### config.mk
export PLATFORM = sky130hd
export DESIGN_NAME = morse_tx_scheduler
export DESIGN_NICKNAME = d
export VERILOG_FILES = /design/src/rtl/morse_pkg.sv /design/src/rtl/morse_unit_timer.sv /design/src/rtl/morse_tx_scheduler.sv
export SDC_FILE = /design/constraint.sdc
export NUM_CORES = 1
export LEC_CHECK = 0
export ABC_CLOCK_PERIOD_IN_PS = 3700
export CELL_PAD_IN_SITES_DETAIL_PLACEMENT = 0
export CELL_PAD_IN_SITES_GLOBAL_PLACEMENT = 2
export CORE_ASPECT_RATIO = 1.4
export CORE_MARGIN = 8
export CORE_UTILIZATION = 38
export CTS_BUF_LIST = sky130_fd_sc_hd__clkbuf_4 sky130_fd_sc_hd__clkbuf_8
export DETAILED_ROUTE_END_ITERATION = 8
export MAX_ROUTING_LAYER = met4
export PLACE_DENSITY = 0.84
export RECOVER_POWER = 50
export SLEW_MARGIN = 30
export SYNTH_ARGS = -nofsm -noshare
export SYNTH_HDL_FRONTEND = slang
export SYNTH_SLANG_ARGS = --single-unit
### constraint.sdc
create_clock -name clk -period 3.7 [get_ports clk]
set_input_delay 0.555 -clock clk [delete_from_list [all_inputs] [get_ports clk]]
set_output_delay 0.555 -clock clk [all_outputs]
set_load 0.1 [all_outputs]
### src/rtl/morse_pkg.sv
// rtl/morse_pkg.sv - shared state encoding, symbol constants and helpers for the Morse scheduler
package morse_pkg;

  typedef enum logic [2:0] {
    ST_IDLE,
    ST_TONE,
    ST_SYM_GAP,
    ST_CHAR_GAP,
    ST_SPACE
  } state_t;

  localparam int MAX_SYMBOLS            = 5;
  localparam int DOT_UNITS              = 1;
  localparam int SYM_GAP_UNITS          = 1;
  localparam int DEFAULT_DASH_UNITS     = 3;
  localparam int DEFAULT_CHAR_GAP_UNITS = 3;
  localparam int DEFAULT_SPACE_UNITS    = 4;

  function automatic logic [2:0] clamp_len(input logic [2:0] len);
    return (len > 3'(MAX_SYMBOLS)) ? 3'(MAX_SYMBOLS) : len;
  endfunction

endpackage

### src/rtl/morse_unit_timer.sv
// rtl/morse_unit_timer.sv - interval timer counting whole units of unit_cycles clocks after each load
module morse_unit_timer
  import morse_pkg::*;
#(
  parameter int CW = 8
) (
  input  logic          clk,
  input  logic          rst,
  input  logic          load,
  input  logic [2:0]    load_units,
  input  logic [CW-1:0] unit_cycles,
  output logic          expire
);

  logic [CW-1:0] cyc_q, cyc_d;
  logic [2:0]    unit_q, unit_d;
  logic [2:0]    units_q, units_d;
  logic          last_cycle;

  always_comb begin
    last_cycle = (cyc_q == unit_cycles - CW'(1));
    expire     = last_cycle && (unit_q == units_q - 3'd1);
    cyc_d      = cyc_q + CW'(1);
    unit_d     = unit_q;
    units_d    = units_q;
    if (load) begin
      cyc_d   = '0;
      unit_d  = '0;
      units_d = load_units;
    end else if (last_cycle) begin
      cyc_d  = '0;
      unit_d = unit_q + 3'd1;
    end
  end

  always_ff @(posedge clk) begin
    if (rst) begin
      cyc_q   <= '0;
      unit_q  <= '0;
      units_q <= '0;
    end else begin
      cyc_q   <= cyc_d;
      unit_q  <= unit_d;
      units_q <= units_d;
    end
  end

endmodule

### src/rtl/morse_tx_scheduler.sv
// rtl/morse_tx_scheduler.sv - accepts encoded characters and plays dot/dash/gap timing on beep_en
module morse_tx_scheduler
  import morse_pkg::*;
#(
  parameter int UNIT_CYCLES    = 25_000_000,
  parameter int DASH_UNITS     = DEFAULT_DASH_UNITS,
  parameter int CHAR_GAP_UNITS = DEFAULT_CHAR_GAP_UNITS,
  parameter int SPACE_UNITS    = DEFAULT_SPACE_UNITS
) (
  input  logic       clk,
  input  logic       rst,
  input  logic       en,
  input  logic [1:0] speed,
  input  logic       char_valid,
  input  logic [2:0] char_len,
  input  logic [4:0] char_pattern,
  output logic       char_ready,
  output logic       beep_en,
  output logic       busy,
  output logic       char_done
);

  localparam int CW = $clog2(4 * UNIT_CYCLES * SPACE_UNITS + 1);

  state_t        state_q, state_d;
  logic [4:0]    pat_q, pat_d;
  logic [2:0]    len_q, len_d;
  logic [2:0]    idx_q, idx_d;
  logic [CW-1:0] u_q, u_d;
  logic          beep_q, beep_d;
  logic          done_q, done_d;
  logic          load;
  logic [2:0]    load_units;
  logic          expire;
  logic [2:0]    acc_len;

  morse_unit_timer #(.CW(CW)) u_timer (
    .clk         (clk),
    .rst         (rst),
    .load        (load),
    .load_units  (load_units),
    .unit_cycles (u_q),
    .expire      (expire)
  );

  always_comb begin
    state_d    = state_q;
    pat_d      = pat_q;
    len_d      = len_q;
    idx_d      = idx_q;
    u_d        = u_q;
    done_d     = 1'b0;
    load       = 1'b0;
    load_units = '0;
    acc_len    = clamp_len(char_len);
    unique case (state_q)
      ST_IDLE: begin
        if (en && char_valid) begin
          pat_d = char_pattern;
          len_d = acc_len;
          idx_d = '0;
          u_d   = CW'(UNIT_CYCLES) * (CW'(speed) + CW'(1));
          load  = 1'b1;
          if (acc_len == 3'd0) begin
            state_d    = ST_SPACE;
            load_units = 3'(SPACE_UNITS);
          end else begin
            state_d    = ST_TONE;
            load_units = char_pattern[0] ? 3'(DASH_UNITS) : 3'(DOT_UNITS);
          end
        end
      end
      ST_TONE: begin
        if (expire) begin
          load = 1'b1;
          if (idx_q + 3'd1 < len_q) begin
            state_d    = ST_SYM_GAP;
            load_units = 3'(SYM_GAP_UNITS);
          end else begin
            state_d    = ST_CHAR_GAP;
            load_units = 3'(CHAR_GAP_UNITS);
          end
        end
      end
      ST_SYM_GAP: begin
        if (expire) begin
          idx_d      = idx_q + 3'd1;
          state_d    = ST_TONE;
          load       = 1'b1;
          load_units = pat_q[idx_q + 3'd1] ? 3'(DASH_UNITS) : 3'(DOT_UNITS);
        end
      end
      ST_CHAR_GAP, ST_SPACE: begin
        if (expire) begin
          state_d = ST_IDLE;
          done_d  = 1'b1;
        end
      end
      default: state_d = ST_IDLE;
    endcase
    // Dropping en discards the in-flight character without a completion pulse
    if (!en && state_q != ST_IDLE) begin
      state_d = ST_IDLE;
      done_d  = 1'b0;
    end
    beep_d = (state_d == ST_TONE);
  end

  always_ff @(posedge clk) begin
    if (rst) begin
      state_q <= ST_IDLE;
      pat_q   <= '0;
      len_q   <= '0;
      idx_q   <= '0;
      u_q     <= '0;
      beep_q  <= 1'b0;
      done_q  <= 1'b0;
    end else begin
      state_q <= state_d;
      pat_q   <= pat_d;
      len_q   <= len_d;
      idx_q   <= idx_d;
      u_q     <= u_d;
      beep_q  <= beep_d;
      done_q  <= done_d;
    end
  end

  assign char_ready = (state_q == ST_IDLE) && en;
  assign busy       = (state_q != ST_IDLE);
  assign beep_en    = beep_q;
  assign char_done  = done_q;

endmodule

==> results of run 1 <==
## through the flow
stage	util, %	instances	setup slack, ps
2_1_floorplan	-	496	625.5
3_3_place_gp	41.54	636	447.2
3_5_place_dp	41.54	636	392.6
4_1_cts	43.68	652	436.2
5_1_grt	43.46	652	76.00
6_report	43.46	652	357.8
## tightest hold or removal path, delay by kind of cell, from the launching register on
kind / cells / cell delay [ps]
flip-flops: 1 / 310
AND/OR/NAND/NOR: 1 / 50
AO/OA/AOI/OAI: 1 / 50
## layout make-up
cell class / instances / area, um2 / area share (%)
Multi-Input combinational cell: 391 / 2467 / 55.15
Sequential cell: 67 / 1341 / 29.98
Timing Repair Buffer: 24 / 212.7 / 4.754
Tap cell: 138 / 172.7 / 3.859
Clock buffer: 10 / 131.4 / 2.936
Clock inverter: 6 / 88.84 / 1.985
Inverter: 16 / 60.06 / 1.342
## layer usage
metal / part of all wire (%) / vias to the layer above / global-route usage [%]
met5: 0 / - / -
met4: 3.6 / 0 / 9.746
met3: 2.4 / 24 / 2.037
met2: 50 / 52 / 25.72
met1: 44 / 1556 / 17.14
li1: - / 1747 / -
## cell families (layout without fill, tap and decap cells)
kind of cell | after synthesis | in the layout
other | 1 | 1
AOI/OAI and AO/OA | 78 | 78
muxes | 5 | 5
adders and majority gates | 19 | 19
and+or+nand+nor | 222 | 222
xor gates and xnor gates | 66 | 66
buffers and inverters | 38 | 56
DFF | 67 | 67
## sequential cells by signal, indices dropped and copies added (netlist names)
name / flops
beep_en: 1
char_done: 1
idx_q: 3
len_q: 3
pat_q: 5
state_q: 3
u_q: 16
u_timer.cyc_q: 29
u_timer.unit_q: 3
u_timer.units_q: 3
## synth_stat cells, drive strengths merged (2+ instances only)
library cell	instances
a2111oi	3
a211oi	9
a21o	5
a21oi	34
a31oi	5
and2	4
and3	7
buf	6
clkbuf	16
dfxtp	67
ha	18
inv	16
mux2i	5
nand2	63
nand2b	2
nand3	22
nand3b	2
nand4	11
nor2	67
nor2b	2
nor3	13
nor3b	4
nor4	10
nor4b	4
o21ai	6
o31ai	4
or2	2
or3	2
or4	4
xnor2	35
xor2	31
## worst max-delay path by stage
stage,endpoint,slack (ps),depth (start not counted)
after floorplan,u_q[19],630,9
after global placement,u_q[23],450,9
after detailed placement,u_q[23],390,9
after CTS,idx_q[1],440,10
after global routing,idx_q[1],80,11
final,idx_q[1],360,11
## power breakdown
part	internal, mW	switching, mW	total, mW
clock network	0.388	0.302	0.689
logic	0.218	0.376	0.594
registers	0.758	0.0513	0.809
total	1.36	0.729	2.09
==> metrics.csv, run 1 <==
metric,value,unit
timing.final.crit_share,90.33,%
synth-compound-area-share,12.54,%
ant_nets,0,
synth-adder-area-share,6.173,%
fin_setup_tns,0,ps
pin_count,18,
syn-cell-area,3973,um2
placed_area,4277,um2
totalPowerFinal,2.093,mW
synth_cells,496,
gr-usage-all-layers,15.52,%
gp_congestion,0.8807,
synthSimpleGateAreaFrac,27.87,%
drv_slew,0,
synthFlopType,dfxtp_1,
synth-xor-area-share,14.55,%
cts_buffers,9,
antenna_cells,0,
synth_top_area_share,33.76,%
port_buffers,17,
ys_ff_latch,67,
synthArstFlopShare,0,%
synth_fp_nets,529,
clkSlewWorstSetupHoldPaths,80,ps
r2r_cells,11,
worstPathArrival,3640,ps
post_cts_buffers,0,
r2r_end,idx_q[1],
htree_levels,3,
rrSetupSlack,360,ps
overflow,0,
critPathCaptureType,register,
area_growth_syn_to_layout,12.63,%
synth-edff-count,0,
most-common-layout-cells,"nor2_1 (67), dfxtp_1 (67), nand2_1 (61), xnor2_1 (35), a21oi_1 (34)",
cp.required,4000,ps
synthTopCellsByArea,"dfxtp_1 (34%), xnor2_1 (7.7%), xor2_1 (6.8%), nor2_1 (6.3%), nand2_1 (5.8%)",
tightest_slew,1251,ps
grt_pass1_vias,3385,
crit_family,simple AND/OR/NAND/NOR gates,
antenna_found_initial,0,
postCtsHoldBufs,0,
drive_gt1_share,6.615,%
rsz0062_at_grt,false,
relSlewSlack,16.60,%
holdPathStages,2,
clockRootBuffer,clkbuf_8,
cts-resized-gates,0,
totalWireLength,9653,um
synth_top_family_by_area,simple AND/OR/NAND/NOR gates,
hp-start,pat_q[1],
startpoint,u_q[11],
avgSynthCellArea,8.009,um2
outcome,finished clean,
cp_cell_sequence,inv_1 -> ha_1 -> ha_1 -> xor2_1 -> nand4_1 -> a2111oi_0 -> nand3_2 -> nor4_1 -> nand3_2 -> or4b_1 -> a21oi_1,
cts_sinks,67,
slowest_stage,dfxtp_1,
powerDensity,467.8,nW/um2
synth_seq_area_share,33.76,%
clock_skew,12.04,ps
die_width,102.4,um
cts_buffer_depth,2,
synth_warnings,0,
cap_violations,0,
place.detailed.hpwl,7344,um
critPathMaxStageDelay,550,ps
period_needed,3342,ps
grt_max_degree,32,
cp_max_fo,11,
avgViaCountPerCell,5.183,
wl_per_cell,14.81,um
path_class,reg -> reg,
grt_first_pass_wirelength,16540,um
min_to,pat_q[1],
synth_cell_types,57,
ir_worst_vdd,0.0001929,V
cts_tree,yes,
synth_mux_area_share,1.260,%
drcViolationCount,0,
core,10290,um2
nFillCells,1083,
rows,44,
die_area,14030,um2
fin_area,4474,um2
holdWs,455.1,ps
nets,542,
reg2reg_from,u_q[11],
leakagePower,1.628,nW
vias,3379,
dr.pass1.iters,4,
floorplan.initialDensity,38.59,%
yosys.area.top_type,dfxtp_1,
crit_path_start_kind,register,
clkLatencyLatePin,360,ps
fmax,299.2,MHz
finalSetupViolations,0,
min_path_type,reg -> reg,
path_buf_inv,1,
drtIter0Drc,174,
finalHoldViolCount,0,
die_h,137.0,um
Power figures use the tool's default switching activity.
==> inputs of run 2 (changes only) <==
--- a/config.mk
+++ b/config.mk
@@ -10,9 +10,10 @@
 export CELL_PAD_IN_SITES_GLOBAL_PLACEMENT = 2
 export CORE_ASPECT_RATIO = 1.4
 export CORE_MARGIN = 8
-export CORE_UTILIZATION = 38
+export CORE_UTILIZATION = 40
 export CTS_BUF_LIST = sky130_fd_sc_hd__clkbuf_4 sky130_fd_sc_hd__clkbuf_8
 export DETAILED_ROUTE_END_ITERATION = 8
+export DONT_BUFFER_PORTS = 1
 export MAX_ROUTING_LAYER = met4
 export PLACE_DENSITY = 0.84
 export RECOVER_POWER = 50
==> metrics.csv, run 2 (same netlist as run 1, synthesis figures left out) <==
metric,value,unit,change
outcome,finished clean,,unchanged
cts_tree,yes,,unchanged
wl_per_cell,15.09,um,was 14.81 um
rsz0062_at_grt,false,,unchanged
relSlewSlack,17.05,%,was 16.60%
antenna_found_initial,0,,unchanged
die_area,13420,um2,was 14030 um2
cap_violations,0,,unchanged
die_width,100.2,um,was 102.4 um
fin_area,4289,um2,was 4474 um2
totalWireLength,9538,um,was 9653 um
critPathCaptureType,register,,unchanged
drive_gt1_share,6.841,%,was 6.615%
totalPowerFinal,1.968,mW,was 2.093 mW
clkLatencyLatePin,350,ps,was 360 ps
most-common-layout-cells,"nor2_1 (67), dfxtp_1 (67), nand2_1 (61), xnor2_1 (35), a21oi_1 (34)",,unchanged
grt_max_degree,34,,was 32
path_buf_inv,1,,unchanged
postCtsHoldBufs,0,,unchanged
finalHoldViolCount,0,,unchanged
period_needed,3323,ps,was 3342 ps
nets,526,,was 542
leakagePower,1.560,nW,was 1.628 nW
port_buffers,0,,was 17
drv_slew,0,,unchanged
floorplan.initialDensity,40.57,%,was 38.59%
rows,43,,was 44
post_cts_buffers,0,,unchanged
worstPathArrival,3610,ps,was 3640 ps
gp_congestion,0.9406,,was 0.8807
clock_skew,11.58,ps,was 12.04 ps
fin_cells,632,,was 652
cts_buffer_depth,2,,unchanged
place.detailed.hpwl,7246,um,was 7344 um
die_h,133.9,um,was 137.0 um
timing.final.crit_share,89.81,%,was 90.33%
powerDensity,458.8,nW/um2,was 467.8 nW/um2
critPathMaxStageDelay,600,ps,was 550 ps
placed_area,4115,um2,was 4277 um2
largestRegisters,"u_timer.cyc_q x29, u_q x16, pat_q x5",,unchanged
area_growth_syn_to_layout,7.968,%,was 12.63%
cp_max_fo,6,,was 11
antenna_cells,0,,unchanged
cp_cell_sequence,inv_1 -> ha_1 -> nor3b_1 -> nand2_1 -> o31ai_1 -> o2111ai_1 -> nor4_1 -> nand3_2 -> or4b_1 -> a21oi_1,,was inv_1 -> ha_1 -> ha_1 -> xor2_1 -> nand4_1 -> a2111oi_0 -> nand3_2 -> nor4_1 -> nand3_2 -> or4b_1 -> a21oi_1
grt_pass1_vias,3202,,was 3385
nFillCells,1064,,was 1083
pin_count,18,,unchanged
path_class,reg -> reg,,unchanged
fmax,300.9,MHz,was 299.2 MHz
cp.required,3980,ps,was 4000 ps
slowest_stage,nor3b_1,,was dfxtp_1
htree_levels,3,,unchanged
vias,3300,,was 3379
overflow,0,,unchanged
tightest_slew,1244,ps,was 1251 ps
core,9792,um2,was 10290 um2
ant_nets,0,,unchanged
clkSlewWorstSetupHoldPaths,70,ps,was 80 ps
finalSetupViolations,0,,unchanged
grt_first_pass_wirelength,16010,um,was 16540 um
gr-usage-all-layers,15.45,%,was 15.52%
cts-resized-gates,0,,unchanged
min_path_type,in -> reg,,was reg -> reg
drtIter0Drc,95,,was 174
crit_path_start_kind,register,,unchanged
crit_family,simple AND/OR/NAND/NOR gates,,unchanged
avgViaCountPerCell,5.222,,was 5.183
ir_worst_vdd,0.0001916,V,was 0.0001929 V
largest_reg_flops,29,,unchanged
dp.cells,617,,was 636
cts_sinks,67,,unchanged
drcViolationCount,0,,unchanged
clockRootBuffer,clkbuf_8,,unchanged
cts_buffers,9,,unchanged
regMostFlops,u_timer.cyc_q,,unchanged
dr.pass1.iters,4,,unchanged
fin_setup_tns,0,ps,unchanged
-- run 2: changes by cell type in the layout (fill, tap and decap cells not counted) --
cell             before  now
clkdlybuf4s50_1      12    0
clkbuf_8              9   14
clkbuf_1              2    1
clkbuf_4              1    0
clkbuf_2              0    1
bufinv_16             2    0
inv_6                 1    0
dlygate4sd3_1         4    0
clkinvlp_4            2    0
-- run 2: path summary, 6_finish.rpt --
| kind | startpoint | depth (start not counted) | slack, ps | end |
|---|---|---|---|---|
| setup / recovery | u_q[7] | 10 | 380 | idx_q[1] |
| hold / removal | rst | 1 | 260 | idx_q[0] |
| setup reg to reg | u_q[7] | 10 | 380 | idx_q[1] |
| hold reg to reg | pat_q[1] | 2 | 450 | pat_q[1] |
-- run 2: per-stage QoR --
step	util, %	worst slack (ps)	hold slack (ps)
2_1_floorplan	-	625.5	429.7
3_3_place_gp	42.03	504.0	440.3
3_5_place_dp	42.03	448.0	441.0
4_1_cts	44.05	448.6	247.9
5_1_grt	43.80	157.2	244.7
6_report	43.80	376.9	263.3
-- run 2: layout make-up --
class | instances | area (um2) | area share [%]
Sequential cell | 67 | 1341 | 31.27
Multi-Input combinational cell | 391 | 2467 | 57.53
Clock buffer | 14 | 192.7 | 4.492
Tap cell | 135 | 168.9 | 3.938
Inverter | 16 | 60.06 | 1.400
Timing Repair Buffer | 8 | 53.80 | 1.254
Clock inverter | 1 | 5.005 | 0.1167
-- run 2: layer usage --
layer	part of all wire, %	GRT usage, %
met5	0	-
met4	1.5	5.907
met3	3.2	3.112
met2	51	26.84
met1	44	16.82
-- run 2: where the power goes --
group          total, mW  leakage (nW)  internal [mW]  switching (mW)
Combinational      0.535         0.912          0.199           0.336
Sequential         0.830         0.544          0.759          0.0716
Clock              0.603         0.105          0.330           0.272
==> inputs of run 3 (changes only) <==
--- a/config.mk
+++ b/config.mk
@@ -15,7 +15,7 @@
 export DETAILED_ROUTE_END_ITERATION = 8
 export DONT_BUFFER_PORTS = 1
 export MAX_ROUTING_LAYER = met4
-export PLACE_DENSITY = 0.84
+export PLACE_DENSITY = 0.9
 export RECOVER_POWER = 50
 export SLEW_MARGIN = 30
 export SYNTH_ARGS = -nofsm -noshare
==> metrics.csv, run 3 (same netlist as run 1, synthesis figures left out) <==
metric,value,unit,change
startpoint,u_q[11],,was u_q[7]
fmax,307.6,MHz,was 300.9 MHz
vias,3289,,was 3300
outcome,finished clean,,unchanged
relSlewSlack,18.01,%,was 17.05%
min_path_type,in -> reg,,unchanged
powerDensity,489.0,nW/um2,was 458.8 nW/um2
regMostFlops,u_timer.cyc_q,,unchanged
period_needed,3251,ps,was 3323 ps
slowest_stage,or4b_1,,was nor3b_1
fin_ws,449.4,ps,was 376.9 ps
postCtsHoldBufs,0,,unchanged
final_common_cell,dfxtp_1,,
post_cts_buffers,0,,unchanged
htree_levels,3,,unchanged
grt_pass1_vias,3207,,was 3202
gr-usage-all-layers,14.53,%,was 15.45%
use_met2,23.87,%,was 26.84%
fin_cells,632,,unchanged
clockRootBuffer,clkbuf_8,,unchanged
place.detailed.hpwl,6904,um,was 7246 um
nFillCells,1063,,was 1064
power.switching,0.7039,mW,was 0.6796 mW
grt_first_pass_wirelength,15210,um,was 16010 um
clock_skew,9.009,ps,was 11.58 ps
wl_per_cell,14.29,um,was 15.09 um
drv_slew,0,,unchanged
tightest_slew,1230,ps,was 1244 ps
drcViolationCount,0,,unchanged
dp.cells,616,,was 617
combPwrFrac,25.4,%,was 27.2%
leakagePower,1.581,nW,was 1.560 nW
multi_input_area,2480,um2,was 2467 um2
grt_max_degree,35,,was 34
r2r_cells,10,,unchanged
clkSlewWorstSetupHoldPaths,80,ps,was 70 ps
most-common-layout-cells,"dfxtp_1 (67), nor2_1 (66), nand2_1 (61), xnor2_1 (35), a21oi_1 (34)",,"was nor2_1 (67), dfxtp_1 (67), nand2_1 (61), xnor2_1 (35), a21oi_1 (34)"
r2r_end,idx_q[1],,unchanged
cp_max_fo,11,,was 6
nets,525,,was 526
cts_buffer_depth,2,,unchanged
seqCellArea,1341,um2,unchanged
reg2reg_from,u_q[11],,was u_q[7]
antenna_cells,0,,unchanged
overflow,0,,unchanged
finalSetupViolations,0,,unchanged
cp.required,4000,ps,was 3980 ps
cap_violations,0,,unchanged
rsz0062_at_grt,false,,unchanged
dpl_worst_slack,464.1,ps,was 448.0 ps
critPathCaptureType,register,,unchanged
grtUsageMet3,2.801,%,was 3.112%
cts_tree,yes,,unchanged
endpoint,idx_q[1],,unchanged
area_growth_syn_to_layout,9.449,%,was 7.968%
die_width,100.2,um,unchanged
path_class,reg -> reg,,unchanged
avgViaCountPerCell,5.204,,was 5.222
finalHoldViolCount,0,,unchanged
cp_cell_sequence,inv_1 -> ha_1 -> nor3b_1 -> nand2_1 -> o31ai_1 -> o2111ai_1 -> nor4_4 -> nand3_1 -> or4b_1 -> a21oi_1,,was inv_1 -> ha_1 -> nor3b_1 -> nand2_1 -> o31ai_1 -> o2111ai_1 -> nor4_1 -> nand3_2 -> or4b_1 -> a21oi_1
ant_nets,0,,unchanged
drtIter0Drc,136,,was 95
rows,43,,unchanged
largest_reg_flops,29,,unchanged
p_sw_share,33.10,%,was 34.53%
timing.final.crit_share,87.85,%,was 89.81%
fin_setup_tns,0,ps,unchanged
die_h,133.9,um,unchanged
clkLatencyLatePin,360,ps,was 350 ps
floorplan.initialDensity,40.57,%,unchanged
ir_worst_vdd,0.0002700,V,was 0.0001916 V
core,9792,um2,unchanged
port_buffers,0,,unchanged
pin_count,18,,unchanged
grt_use_met1,15.84,%,was 16.82%
crit_path_start_kind,register,,unchanged
die_area,13420,um2,unchanged
rrSetupSlack,450,ps,was 380 ps
worstPathArrival,3550,ps,was 3610 ps
totalWireLength,9031,um,was 9538 um
p_seq_share,39.1,%,was 42.2%
power_frac_clock,35.5,%,was 30.6%
antenna_found_initial,0,,unchanged
cts-resized-gates,0,,unchanged
grt.busiest_layer,met2,,unchanged
dr.pass1.iters,4,,unchanged
cts_sinks,67,,unchanged
gp_congestion,0.8432,,was 0.9406
drive_gt1_share,7.042,%,was 6.841%
p_int,1.422,mW,was 1.288 mW
critPathMaxStageDelay,550,ps,was 600 ps
cts_buffers,9,,unchanged
largestRegisters,"u_timer.cyc_q x29, u_q x16, pat_q x5",,unchanged
[run 3: cell types whose count changed in the layout (fill, tap and decap cells not counted), sizes merged]
cell | before | now
clkinvlp | 0 | 1
inv | 16 | 17
clkbuf | 16 | 11
bufinv | 0 | 3
[run 3: per-layer routing]
layer | wire length, um | up-vias
li1 | - | 1710
met1 | 4013 | 1521
met2 | 4457 | 39
met3 | 219 | 19
met4 | 340 | 0
met5 | 0 | -
[run 3: critical path, delay by kind of cell, from the launching register on]
family	cells	cell delay, ps
buf+inv	1	100
flops	1	420
fa+ha+maj	1	160
simple gates	5	1820
compound gates	3	690
[run 3: metrics by stage]
stage	total power, mW	utilization [%]	instance area, um2	hold slack, ps
CTS	2.156	44.49	4357	237.2
global route	2.236	44.40	4348	242.6
finish	2.126	44.40	4348	258.5
detailed placement	1.393	41.95	4108	438.1
global placement	1.386	41.95	4108	436.6
floorplan	1.280	-	3973	429.7
[run 3: final cells by class]
class                   instances  share of cell area (%)
multi-input cells             391                   57.04
clock inverters                 6                   2.561
flip-flops and latches         67                   30.85
well taps                     135                   3.885
clock buffers                  10                   3.165
repair buffers                  7                   1.122
inverters                      16                   1.381
[run 3: power by group through the flow]
stage	Combinational, mW	Clock [mW]	Sequential (mW)
finish	0.540	0.754	0.832
global route	0.594	0.803	0.838
detailed placement	0.544	0	0.848
CTS	0.546	0.778	0.831
global placement	0.538	0	0.847
floorplan	0.456	0	0.824
[run 3: worst min path at each step]
stage	slack, ps	to	depth (start not counted)	startpoint
finish	260	idx_q[0]	1	rst
global placement	440	pat_q[0]	2	pat_q[0]
detailed placement	440	len_q[1]	2	len_q[1]
floorplan	430	u_timer.cyc_q[0]	1	u_timer.cyc_q[0]
CTS	240	pat_q[2]	1	rst
global route	240	idx_q[1]	1	rst
